$ cat src/rtl/cpu_pkg.sv
// Shared fetch-stage definitions: reset PC default, instruction size,
// FSM state encoding and the fetch buffer entry layout.
package cpu_pkg;

  localparam logic [31:0] RESET_PC_DEFAULT = 32'h0000_0000;
  localparam logic [31:0] INSTR_BYTES      = 32'd4;

  typedef enum logic [1:0] {
    ST_BOOT = 2'd0,
    ST_RUN  = 2'd1,
    ST_HALT = 2'd2
  } fetch_state_e;

  typedef struct packed {
    logic [31:0] instr;
    logic [31:0] pc;
  } fetch_entry_t;

  function automatic logic is_aligned(input logic [1:0] lsb);
    return lsb == 2'b00;
  endfunction

endpackage

$ cat src/rtl/fetch_fifo.sv
// Small fetch buffer holding instruction/pc pairs; supports push and pop in
// the same cycle even when full, and a flush that empties it in one cycle.
module fetch_fifo
  import cpu_pkg::*;
#(
  parameter int  DEPTH = 2,
  localparam int CW    = $clog2(DEPTH + 1),
  localparam int PW    = $clog2(DEPTH)
) (
  input  logic          clk,
  input  logic          rst_n,
  input  logic          push,
  input  logic          pop,
  input  logic          flush,
  input  fetch_entry_t  wdata,
  output fetch_entry_t  rdata,
  output logic          full,
  output logic          empty,
  output logic [CW-1:0] count
);

  fetch_entry_t  mem [DEPTH];
  logic [PW-1:0] rd_ptr;
  logic [PW-1:0] wr_ptr;
  logic          do_push;
  logic          do_pop;

  // DEPTH need not be a power of two, so pointers wrap explicitly.
  function automatic logic [PW-1:0] ptr_inc(input logic [PW-1:0] p);
    return (p == PW'(DEPTH - 1)) ? '0 : p + 1'b1;
  endfunction

  assign full    = (count == CW'(DEPTH));
  assign empty   = (count == '0);
  assign do_pop  = pop && !empty;
  assign do_push = push && (!full || do_pop);
  assign rdata   = mem[rd_ptr];

  // NOTE: sequential state uses non-blocking assignments so every register
  // samples pre-edge values regardless of statement order.
  always_ff @(posedge clk) begin
    if (!rst_n || flush) begin
      rd_ptr <= '0;
      wr_ptr <= '0;
      count  <= '0;
    end else begin
      if (do_push) wr_ptr <= ptr_inc(wr_ptr);
      if (do_pop)  rd_ptr <= ptr_inc(rd_ptr);
      if (do_push && !do_pop)      count <= count + 1'b1;
      else if (do_pop && !do_push) count <= count - 1'b1;
    end
  end

  // NOTE: storage is deliberately not reset; stale entries are never visible
  // because consumers gate the head with empty.
  always_ff @(posedge clk) begin
    if (do_push) mem[wr_ptr] <= wdata;
  end

endmodule

$ cat src/rtl/fetch_controller.sv
// Instruction fetch controller: issues sequential fetches into a small buffer,
// handles redirects with flush/squash, and halts on a misaligned target.
module fetch_controller
  import cpu_pkg::*;
#(
  parameter logic [31:0] RESET_PC  = RESET_PC_DEFAULT,
  parameter int          BUF_DEPTH = 2
) (
  input  logic        clk,
  input  logic        rst_n,
  input  logic        redirect_valid,
  input  logic [31:0] redirect_pc,
  output logic        imem_req,
  output logic [31:0] imem_addr,
  input  logic [31:0] imem_rdata,
  output logic        dec_valid,
  input  logic        dec_ready,
  output logic [31:0] dec_instr,
  output logic [31:0] dec_pc,
  output logic        fault
);

  localparam int CW = $clog2(BUF_DEPTH + 1);

  fetch_state_e  state_q, state_d;
  logic [31:0]   fetch_pc_q;
  logic [31:0]   req_pc_q;
  logic          inflight_q;
  logic          fault_q;
  logic          misaligned;
  logic          redirect_act;
  logic          fifo_push, fifo_pop, fifo_full, fifo_empty;
  logic [CW-1:0] fifo_count;
  logic [CW:0]   occupancy;
  fetch_entry_t  head;

  assign misaligned = !is_aligned(redirect_pc[1:0]);

  always_ff @(posedge clk) begin
    if (!rst_n) state_q <= ST_BOOT;
    else        state_q <= state_d;
  end

  // NOTE: every always_comb output gets a default first so no path infers a latch.
  always_comb begin
    state_d = state_q;
    case (state_q)
      ST_BOOT: state_d = (redirect_valid && misaligned) ? ST_HALT : ST_RUN;
      ST_RUN:  if (redirect_valid && misaligned) state_d = ST_HALT;
      default: state_d = ST_HALT;
    endcase
  end

  // The slot freed by this cycle's pop counts as free, which is what lets a
  // two-entry buffer stream one instruction per cycle.
  always_comb begin
    redirect_act = redirect_valid && (state_q != ST_HALT);
    dec_valid    = !fifo_empty && (state_q != ST_HALT);
    fifo_pop     = dec_valid && dec_ready;
    occupancy    = {1'b0, fifo_count} + {{CW{1'b0}}, inflight_q} - {{CW{1'b0}}, fifo_pop};
    imem_req     = (state_q == ST_RUN) && !redirect_valid && (occupancy < (CW+1)'(BUF_DEPTH));
    fifo_push    = inflight_q && !redirect_act && (!fifo_full || fifo_pop);
    imem_addr    = fetch_pc_q;
    dec_instr    = dec_valid ? head.instr : '0;
    dec_pc       = dec_valid ? head.pc : '0;
    fault        = fault_q;
  end

  // A redirect never coincides with a request, so clearing inflight_q here
  // is what squashes the response due next cycle.
  always_ff @(posedge clk) begin
    if (!rst_n) begin
      fetch_pc_q <= RESET_PC;
      req_pc_q   <= RESET_PC;
      inflight_q <= 1'b0;
      fault_q    <= 1'b0;
    end else begin
      inflight_q <= imem_req;
      req_pc_q   <= fetch_pc_q;
      if (redirect_act && !misaligned) fetch_pc_q <= redirect_pc;
      else if (imem_req)               fetch_pc_q <= fetch_pc_q + INSTR_BYTES;
      if (redirect_act && misaligned)  fault_q <= 1'b1;
    end
  end

  fetch_fifo #(
    .DEPTH(BUF_DEPTH)
  ) u_fifo (
    .clk   (clk),
    .rst_n (rst_n),
    .push  (fifo_push),
    .pop   (fifo_pop),
    .flush (redirect_act),
    .wdata ('{instr: imem_rdata, pc: req_pc_q}),
    .rdata (head),
    .full  (fifo_full),
    .empty (fifo_empty),
    .count (fifo_count)
  );

endmodule

$ cat config.mk
export PLATFORM = sky130hd
export DESIGN_NAME = fetch_controller
export DESIGN_NICKNAME = d
export VERILOG_FILES = /design/src/rtl/cpu_pkg.sv /design/src/rtl/fetch_fifo.sv /design/src/rtl/fetch_controller.sv
export SDC_FILE = /design/constraint.sdc
export NUM_CORES = 1
export LEC_CHECK = 0
export ABC_CLOCK_PERIOD_IN_PS = 6700
export CORE_UTILIZATION = 41
export CTS_CLUSTER_DIAMETER = 40
export DETAILED_ROUTE_END_ITERATION = 16
export HOLD_SLACK_MARGIN = 0.05
export PLACE_DENSITY = 0.66
export SYNTH_ARGS = -nofsm -noshare
export SYNTH_HDL_FRONTEND = slang
export SYNTH_HIERARCHICAL = 1
export SYNTH_SLANG_ARGS = --single-unit
$ cat constraint.sdc
create_clock -name clk -period 6.7 [get_ports clk]
set_input_delay 0.67 -clock clk [delete_from_list [all_inputs] [get_ports clk]]
set_output_delay 0.67 -clock clk [all_outputs]
set_load 0.01 [all_outputs]
# Yosys cells after proc, flatten, opt, wreduce, memory -nomap -nowiden
# Memory sizes are Yosys's and may differ from the RTL's. A register that Yosys moved wholly into a read port is not among the register bits.
# Cells that the tools add are included.
totals:
  register_bits: 72
  mem_bits_rw: 128
  input_bits: 68
  out_inout_bits: 99
  word_cells: 66
  n_memories: 1
mem_list:
  columns: ["name", "depth", "width", "read_ports", "rd_clocked_by_memory_dff", "write_ports", "line", "source"]
  rows:
  - ["u_fifo.mem", 2, 64, 1, 1, 1, "fetch_fifo.sv:22", "fetch_entry_t mem [DEPTH];"]
classes:
  addsub: 7
  n_lt_le_gt_ge: 1
  eq_ne: 4
  n_mux: 15
  n_reduce_logical: 30
ops:
  columns: ["operator", "count"]
  rows:
  - ["$mux 32", 4]
  - ["$add 32x3->32 const B", 1]
  - ["$logic_and 1x1->1", 14]
  - ["$logic_not 1->1", 8]
  - ["$mux 2", 4]
  - ["$logic_not 2->1", 3]
  - ["$mux 1", 6]
  - ["$ne 2x2->1 const B", 2]
  - ["$pmux 2 s2", 1]
  - ["$reduce_bool 2->1", 2]
  - ["$add 2x1->3", 1]
  - ["$logic_or 1x1->1", 3]
  - ["$lt 3x2->1 const B", 1]
  - ["$sub 3x1->3", 1]
  - ["$add 1x1->1 const B", 2]
  - ["$add 2x1->2 const B", 1]
  - ["$eq 2x1->1 const B", 1]
  - ["$eq 2x2->1 const B", 1]
  - ["$sub 2x1->2 const B", 1]

# Longest topological paths before layout
# Gate-level depths: netlist (run 1).
logic_depth:
  word_depth: 11
  depth_mapped: 14
  depth_no_buf: 12

# Hierarchy
# The synthesis (run 1) kept the hierarchy.
modules_own_cells:
  columns: ["mod", "instances", "cells_per_inst", "area_per_inst_um2", "seq_area_each_um2"]
  rows:
  - ["fetch_fifo", 1, 226, 4854.7, 3943.8]
  - ["fetch_controller", 1, 367, 3228.1, 1361.3]

# Worst setup path before layout (run 1)
# Ideal clock, no wire load.
synth_path:
  path_type: "reg2reg"
  from: "register state_q[0]"
  to: "memory u_fifo/mem[0][0] in the netlist's numbering (enable)"
  setup_ps: 494
  arrival_ps: 4195
  required_time_ps: 6206
  slack_ps: 2011
  path_stages_with_launch: 8
  path_buffers: 1
  period_less_slack_ps: 4689
  path_cell_list: "dfxtp_1 nand2b_1 nor2b_1 clkbuf_1 nand2_1 a21oi_1 a21boi_2 nor2b_1"
synth_via:
  elab_chain_len: 8
  elab_cells_between_ends: 13
  cone_classes: "eq/ne: 1; mux: 2; reduce/logical: 10"
synth_rtl:
  columns: ["item", "line", "source"]
  rows:
  - ["start: declaration", "fetch_controller.sv:25", "fetch_state_e state_q, state_d;"]
  - ["start signal: assignment", "fetch_controller.sv:41", "else state_q <= state_d;"]
  - ["$ne 2x2->1 *", "fetch_controller.sv:57, fetch_controller.sv:58", null]
  - ["$logic_and 1x1->1, on equally long branches", "fetch_controller.sv:57, fetch_controller.sv:58", null]
  - ["$logic_not 1->1 / $logic_and 1x1->1 (equally long branches)", "fetch_controller.sv:62, fetch_controller.sv:59", null]
  - ["$logic_and 1x1->1 / $logic_or 1x1->1 (equally long branches)", "fetch_controller.sv:62", "fifo_push = inflight_q && !redirect_act && (!fifo_full || fifo_pop);"]
  - ["$logic_and 1x1->1 *", "fetch_controller.sv:62", null]
  - ["net fifo_push", "fetch_controller.sv:32", "logic fifo_push, fifo_pop, fifo_full, fifo_empty;"]
  - ["$logic_and 1x1->1 *", "fetch_fifo.sv:36", "assign do_push = push && (!full || do_pop);"]
  - ["$mux 1 *", "fetch_fifo.sv:57", "if (do_push) mem[wr_ptr] <= wdata;"]
  - ["$mux 1 (implied by the code) *", "fetch_fifo.sv:57", null]
  - ["end: declaration", "fetch_fifo.sv:22", null]
# The timed path passes the listed nets; every way through them passes the cells marked *.

# Worst setup path after layout (run 1)
layout_path:
  from: "register u_fifo.count[1]"
  to: "output imem_req"
layout_via:
  elab_chain_len: 7
  elab_cells_between_ends: 8
  cone_classes: "add/sub: 2; order compare: 1; reduce/logical: 5"
layout_rtl:
  columns: ["item", "line", "source"]
  rows:
  - ["start: declaration", "fetch_fifo.sv:19", "output logic [CW-1:0] count"]
  - ["start signal: assignment", "fetch_fifo.sv:49", "if (do_push && !do_pop) count <= count + 1'b1;"]
  - ["start signal: assignment", "fetch_fifo.sv:50", "else if (do_pop && !do_push) count <= count - 1'b1;"]
  - ["$logic_not 2->1", "fetch_fifo.sv:34", "assign empty = (count == '0);"]
  - ["net fifo_empty", "fetch_controller.sv:32", null]
  - ["$logic_not 1->1", "fetch_controller.sv:58", "dec_valid = !fifo_empty && (state_q != ST_HALT);"]
  - ["$logic_and 1x1->1", "fetch_controller.sv:58", null]
  - ["$logic_and 1x1->1", "fetch_controller.sv:59", "fifo_pop = dec_valid && dec_ready;"]
  - ["net fifo_pop", "fetch_controller.sv:32", null]
  - ["$sub 3x1->3", "fetch_controller.sv:60", "occupancy = {1'b0, fifo_count} + {{CW{1'b0}}, inflight_q} - {{CW{1'b0}}, fifo_pop};"]
  - ["$lt 3x2->1", "fetch_controller.sv:61", "imem_req = (state_q == ST_RUN) && !redirect_valid && (occupancy < (CW+1)'(BUF_DEPTH));"]
  - ["$logic_and 1x1->1", "fetch_controller.sv:61", null]
  - ["end: declaration", "fetch_controller.sv:13", "output logic imem_req,"]
# The timed path passes the listed nets, and every way through them passes these cells.

==> run summary, run 1 <==
Crit Path Class: reg -> out
endpoints failing hold: 0
min cycle time layout: 4.194 ns
Setup Skew: 0.01179 ns
Wirelength per Cell: 16.78 um
critical path cell sequence: nor2_1 > nor2b_4 > nand2_1 > inv_1 > ha_1 > nand2b_1 > fa_1 > nand4bb_4 > nor2_1 > clkdlybuf4s50_1
global-route wire length before repair: 27360 um
root buffer cell: clkbuf_16
post-synthesis cell type count: 43
clock latency on the worst-skew pair: 0.53 ns
post-CTS sizing: 0
top cells by area, synth: edfxtp_1, dfxtp_1, mux2_2, and2_1, xor2_1
final critical-path share of the clock period: 0.6260
initial antenna violation count: 0
Worst Path Max Fanout: 7
die area: 20280 um2
ys flop type: edfxtp_1
total CTS buffers: 30
CP arrival: 3.52 ns
Synth Area per Inst: 13.63 um2
Nets: 834
delay-heaviest family, CP: simple AND/OR/NAND/NOR gates
Pwr Total: 3.182 mW
All-Layer GR Usage: 0.1738
row cnt: 50
Largest stage delay, worst path: 0.64 ns
area leader, netlist: edfxtp_1
setup TNS: 0 ns
VDD IR max: 0.1817 mV
Max-slew headroom: 0.3070
Ports: 167
layout cells sized above 1: 0.1756
P_int: 2.540 mW
Post-synth EDFFs: 128
measured slew at the worst slew-check pin: 1.034 ns
most used cell, CP: nor2_1
CP bufs+invs: 2
Seq cells post-synth: 201
vias in the first global route: 5286
placer congestion estimate: 0.7791
Comb power frac: 0.043
outcome: complete, no violations
fin. max-slew vios: 0
# Post-CTS Setup Buffers: 0
starting density of the core: 0.4250
yosys warns: 6
Sw Ratio: 0.2016
via count: 5173
Synth top area share: 0.4755
Async SR Flop Fraction: 0
Pre-antenna DRT Iters: 4
Design Area, Final: 11060 um2
Max Freq: 238.4 MHz
clock-pin slew on the worst setup and hold paths: 0.06 ns
die width: 142.4 um
vias per cell: 4.946
Initial DRC Count: 197
Total Routed Length: 17550 um
CP endpoint kind: primary output
switching pwr: 0.6415 mW
Hold/Removal Path Class: reg -> reg
clk buf depth: 3
drt drc: 0
IO Port Bufs: 166
clk sink count: 201
cells after synthesis: 593
Max-cap violations: 0
area of placed instances: 9955 um2
Critical Path Source Type: flop
clock power share: 0.530
WHS: 0.4240 ns
antenna cells: 0
largest net degree at the start of global routing: 66
Leakage: 3.769 nW
RSZ-0062 raised after global routing: false
Detailed Place HPWL: 10910 um
# hold bufs at CTS: 0
CP max-delay cell: clkdlybuf4s50_1
Critical Path RT: 6.03 ns
Post-Syn Nets: 665
ANT nets after route: 0
H-tree depth: 1
area delta synth->final: 36.86%
PwrDens: 287.7 nW/um2
core area: 19020 um2
synthesized area: 8083 um2
sequential fraction of the synthesis area: 0.6563
register share of total power: 0.427
TritonCTS clock tree: built
Die H: 142.4 um
total congestion overflow: 0
final setup vio count: 0
[layout by cell type (no fill, tap or decap), drive strengths merged, types with 4 or more instances in the layout]
cell type / count
inv: 13
bufinv: 7
nor3: 6
clkbuf: 34
nand3: 13
clkinv: 7
dfxtp: 73
nand2: 13
nor4b: 4
o21ai: 29
nand4: 11
or2: 4
nor2: 17
a21oi: 29
clkdlybuf4s50: 165
edfxtp: 128
nor4: 5
and2: 99
xnor2: 15
xor2: 17
mux2: 64
[logic make-up after synthesis]
group | share of synthesized area
compound gates | 0.04288
xor+xnor | 0.03468
fa+ha+maj | 0.007121
buf+inv | 0.02245
flops | 0.6563
mux | 0.09040
simple gates | 0.1461
[state kept, by name, indices dropped and copies added, names as in the netlist, named ones only]
| name | count |
|---|---|
| u_fifo/wr_ptr | 1 |
| imem_addr | 32 |
| inflight_q | 1 |
| u_fifo/mem | 128 |
| state_q | 2 |
| u_fifo/count | 2 |
| fault | 1 |
| u_fifo/rd_ptr | 1 |
| req_pc_q | 32 |
[layer usage]
layer,track usage,part of all wire,up-vias
met5,0,0,-
met4,0.05376,0.022,0
met3,0.04240,0.076,37
met2,0.2964,0.47,187
met1,0.2169,0.43,2477
li1,-,-,2472
[cell usage after synthesis, types with 2 or more instances]
| cell | n |
|---|---|
| nor4b_4 | 2 |
| nor3_1 | 6 |
| a21oi_1 | 29 |
| nor4_1 | 2 |
| inv_1 | 7 |
| buf_4 | 6 |
| nor2b_1 | 3 |
| and3_1 | 3 |
| mux2_2 | 64 |
| dfxtp_1 | 73 |
| nor4b_2 | 2 |
| xor2_1 | 17 |
| nand3_1 | 13 |
| nor4_2 | 3 |
| nor2_1 | 17 |
| nand2_1 | 13 |
| ha_1 | 3 |
| a211oi_1 | 3 |
| o21ai_0 | 28 |
| and2_1 | 99 |
| nand2b_1 | 3 |
| edfxtp_1 | 128 |
| clkbuf_1 | 20 |
| buf_2 | 4 |
| or2_2 | 4 |
| nand4_1 | 10 |
| xnor2_1 | 15 |
[power by group through the flow]
stage          clock network [mW]  logic [mW]  registers (mW)
2_1_floorplan                   0      0.0486            1.38
3_3_place_gp                    0       0.136            1.38
3_5_place_dp                    0       0.139            1.38
4_1_cts                      1.72       0.140            1.36
5_1_grt                      1.77       0.150            1.36
6_report                     1.69       0.138            1.36
[final timing paths]
path | startpoint | end | slack, ns | cells after the start
worst min-delay path | req_pc_q[7]$_SDFF_PN0_ | u_fifo/mem[1][7]$_DFFE_PP_ | 0.42 | 0
worst max register to register | u_fifo/count[1]$_SDFFE_PP0P_ | imem_addr[29]$_SDFFE_PN0P_ | 3.07 | 12
worst min register to register | req_pc_q[7]$_SDFF_PN0_ | u_fifo/mem[1][7]$_DFFE_PP_ | 0.42 | 0
worst max-delay path | u_fifo/count[1]$_SDFFE_PP0P_ | imem_req | 2.51 | 10
[through the flow]
| step | instances | util | worst slack (ns) |
|---|---|---|---|
| 6_report | 1046 | 0.5816 | 2.506 |
| 3_5_place_dp | 990 | 0.5234 | 2.699 |
| 3_3_place_gp | 990 | 0.5234 | 2.749 |
| 4_1_cts | 1046 | 0.5816 | 2.509 |
| 5_1_grt | 1046 | 0.5816 | 2.375 |
| 2_1_floorplan | 593 | - | 2.011 |
[final cells by class]
type	instances	area (um2)
Fill cell	1563	7956
Sequential cell	201	5309
Multi-Input combinational cell	353	2619
Timing Repair Buffer	168	1672
Clock buffer	34	787.0
Tap cell	260	325.3
Clock inverter	22	320.3
Inverter	8	30.03
Note: power is estimated with default switching activity, not from simulation.
==> run 2, diff against run 1 <==
ABC_CLOCK_PERIOD_IN_PS = 3900   (was 6700)
clock period = 3.9 ns   (was 6.7 ns; I/O delays follow)
==> run summary, run 2 (synthesized netlist as in run 1, its figures left out) <==
Pre-antenna DRT Iters: 6
Max Freq: 274.7 MHz
most common cell after layout, fill and taps aside: clkdlybuf4s50_1
Setup Skew: 0.008125 ns
Max-slew headroom: 0.3267
vias in the first global route: 5193
PwrDens: 455.9 nW/um2
Comb power frac: 0.048
clock-pin slew on the worst setup and hold paths: 0.06 ns
setup TNS: 0 ns
# hold bufs at CTS: 0
setup ws final: 0.2599 ns
H-tree depth: 1
Nets: 839
Ports: 167
CP arrival: 3.25 ns
Largest stage delay, worst path: 0.58 ns
Leakage: 3.708 nW
Sw Ratio: 0.2116
placer congestion estimate: 0.8542
vias per cell: 4.921
All-Layer GR Usage: 0.1763
total CTS buffers: 27
# Post-CTS Setup Buffers: 0
starting density of the core: 0.4250
RSZ-0062 raised after global routing: false
Initial DRC Count: 258
IO Port Bufs: 166
global-route wire length before repair: 27680 um
Detailed Place HPWL: 11460 um
Critical Path RT: 3.51 ns
antenna cells: 0
ANT nets after route: 0
total congestion overflow: 0
Largest register FFs: 128
outcome: complete, no violations
root buffer cell: clkbuf_16
fin. max-slew vios: 0
P_int: 3.928 mW
drt drc: 0
fillers: 1589
die area: 20280 um2
clock power share: 0.483
VDD IR max: 0.3581 mV
critical path cell sequence: nor2_1 > nor2b_4 > nand2_1 > inv_1 > ha_1 > nand2b_1 > fa_1 > nand4bb_4 > nor2_1 > clkdlybuf4s50_1
row cnt: 50
core area: 19020 um2
initial antenna violation count: 0
CP bufs+invs: 2
largest net degree at the start of global routing: 66
Hold/Removal Path Class: reg -> reg
commonest cells after routing, fill and taps aside: clkdlybuf4s50_1, edfxtp_1, and2_1
CP max-delay cell: clkdlybuf4s50_1
area delta synth->final: 35.22%
delay-heaviest family, CP: simple AND/OR/NAND/NOR gates
most used cell, CP: nor2_1
die width: 142.4 um
Total Routed Length: 17750 um
post-CTS sizing: 0
TritonCTS clock tree: built
Worst Path Max Fanout: 7
Critical Path Source Type: flop
layout cells sized above 1: 0.1789
endpoints failing hold: 0
final critical-path share of the clock period: 0.9334
Most flops, register: u_fifo/mem
CP endpoint kind: primary output
measured slew at the worst slew-check pin: 1.010 ns
min cycle time layout: 3.640 ns
clk buf depth: 3
Crit Path Class: reg -> out
switching pwr: 1.054 mW
final setup vio count: 0
Die H: 142.4 um
pre-CTS setup slack: 0.3568 ns
clock latency on the worst-skew pair: 0.51 ns
via count: 5157
register share of total power: 0.468
Wirelength per Cell: 16.94 um
clk sink count: 201
Max-cap violations: 0
## run 2: layout make-up
type	instances	area [um2]	area share
repair buffers	176	1744	0.1596
multi-input cells	353	2619	0.2396
clock buffers	30	686.9	0.06285
inverters	8	30.03	0.002748
clock inverters	20	217.7	0.01992
well taps	260	325.3	0.02977
flip-flops and latches	201	5306	0.4855
## run 2: stage by stage
stage | power (mW) | cell area, um2 | instances | util | hold WS [ns]
floorplan | 2.458 | 8085 | 593 | - | 0.4037
global placement | 2.612 | 10020 | 998 | 0.5271 | 0.4063
detailed placement | 2.619 | 10020 | 998 | 0.5271 | 0.4103
CTS | 5.038 | 10930 | 1048 | 0.5747 | 0.4213
global route | 5.160 | 10930 | 1048 | 0.5747 | 0.4313
finish | 4.982 | 10930 | 1048 | 0.5747 | 0.4235
## run 2: power groups by stage
stage,sequential [mW],combinational [mW],clock [mW]
4_1_cts,2.33,0.243,2.46
3_3_place_gp,2.37,0.238,0
2_1_floorplan,2.37,0.0835,0
6_report,2.33,0.241,2.41
5_1_grt,2.34,0.260,2.56
3_5_place_dp,2.38,0.241,0
## run 2: final timing paths
path	from	to	slack, ns	cells past startpoint
setup / recovery	u_fifo/count[1]$_SDFFE_PP0P_	imem_req	0.26	10
hold / removal	req_pc_q[23]$_SDFF_PN0_	u_fifo/mem[1][23]$_DFFE_PP_	0.42	0
setup reg to reg	u_fifo/count[1]$_SDFFE_PP0P_	imem_addr[16]$_SDFFE_PN0P_	0.45	12
hold reg to reg	req_pc_q[23]$_SDFF_PN0_	u_fifo/mem[1][23]$_DFFE_PP_	0.42	0
## run 2: metal layers
layer	GRT usage	routed length [um]	share of wire	up-vias
li1	-	-	-	2483
met1	0.2304	7906	0.45	2468
met2	0.2936	8300	0.47	181
met3	0.03937	1205	0.068	25
met4	0.04867	336	0.019	0
met5	0	0	0	-
==> run 3, diff against run 2 <==
CAP_MARGIN = 0   (was default)
==> results of run 3 <==
Same layout as run 2: the final DEF is identical, and so are final timing and power.
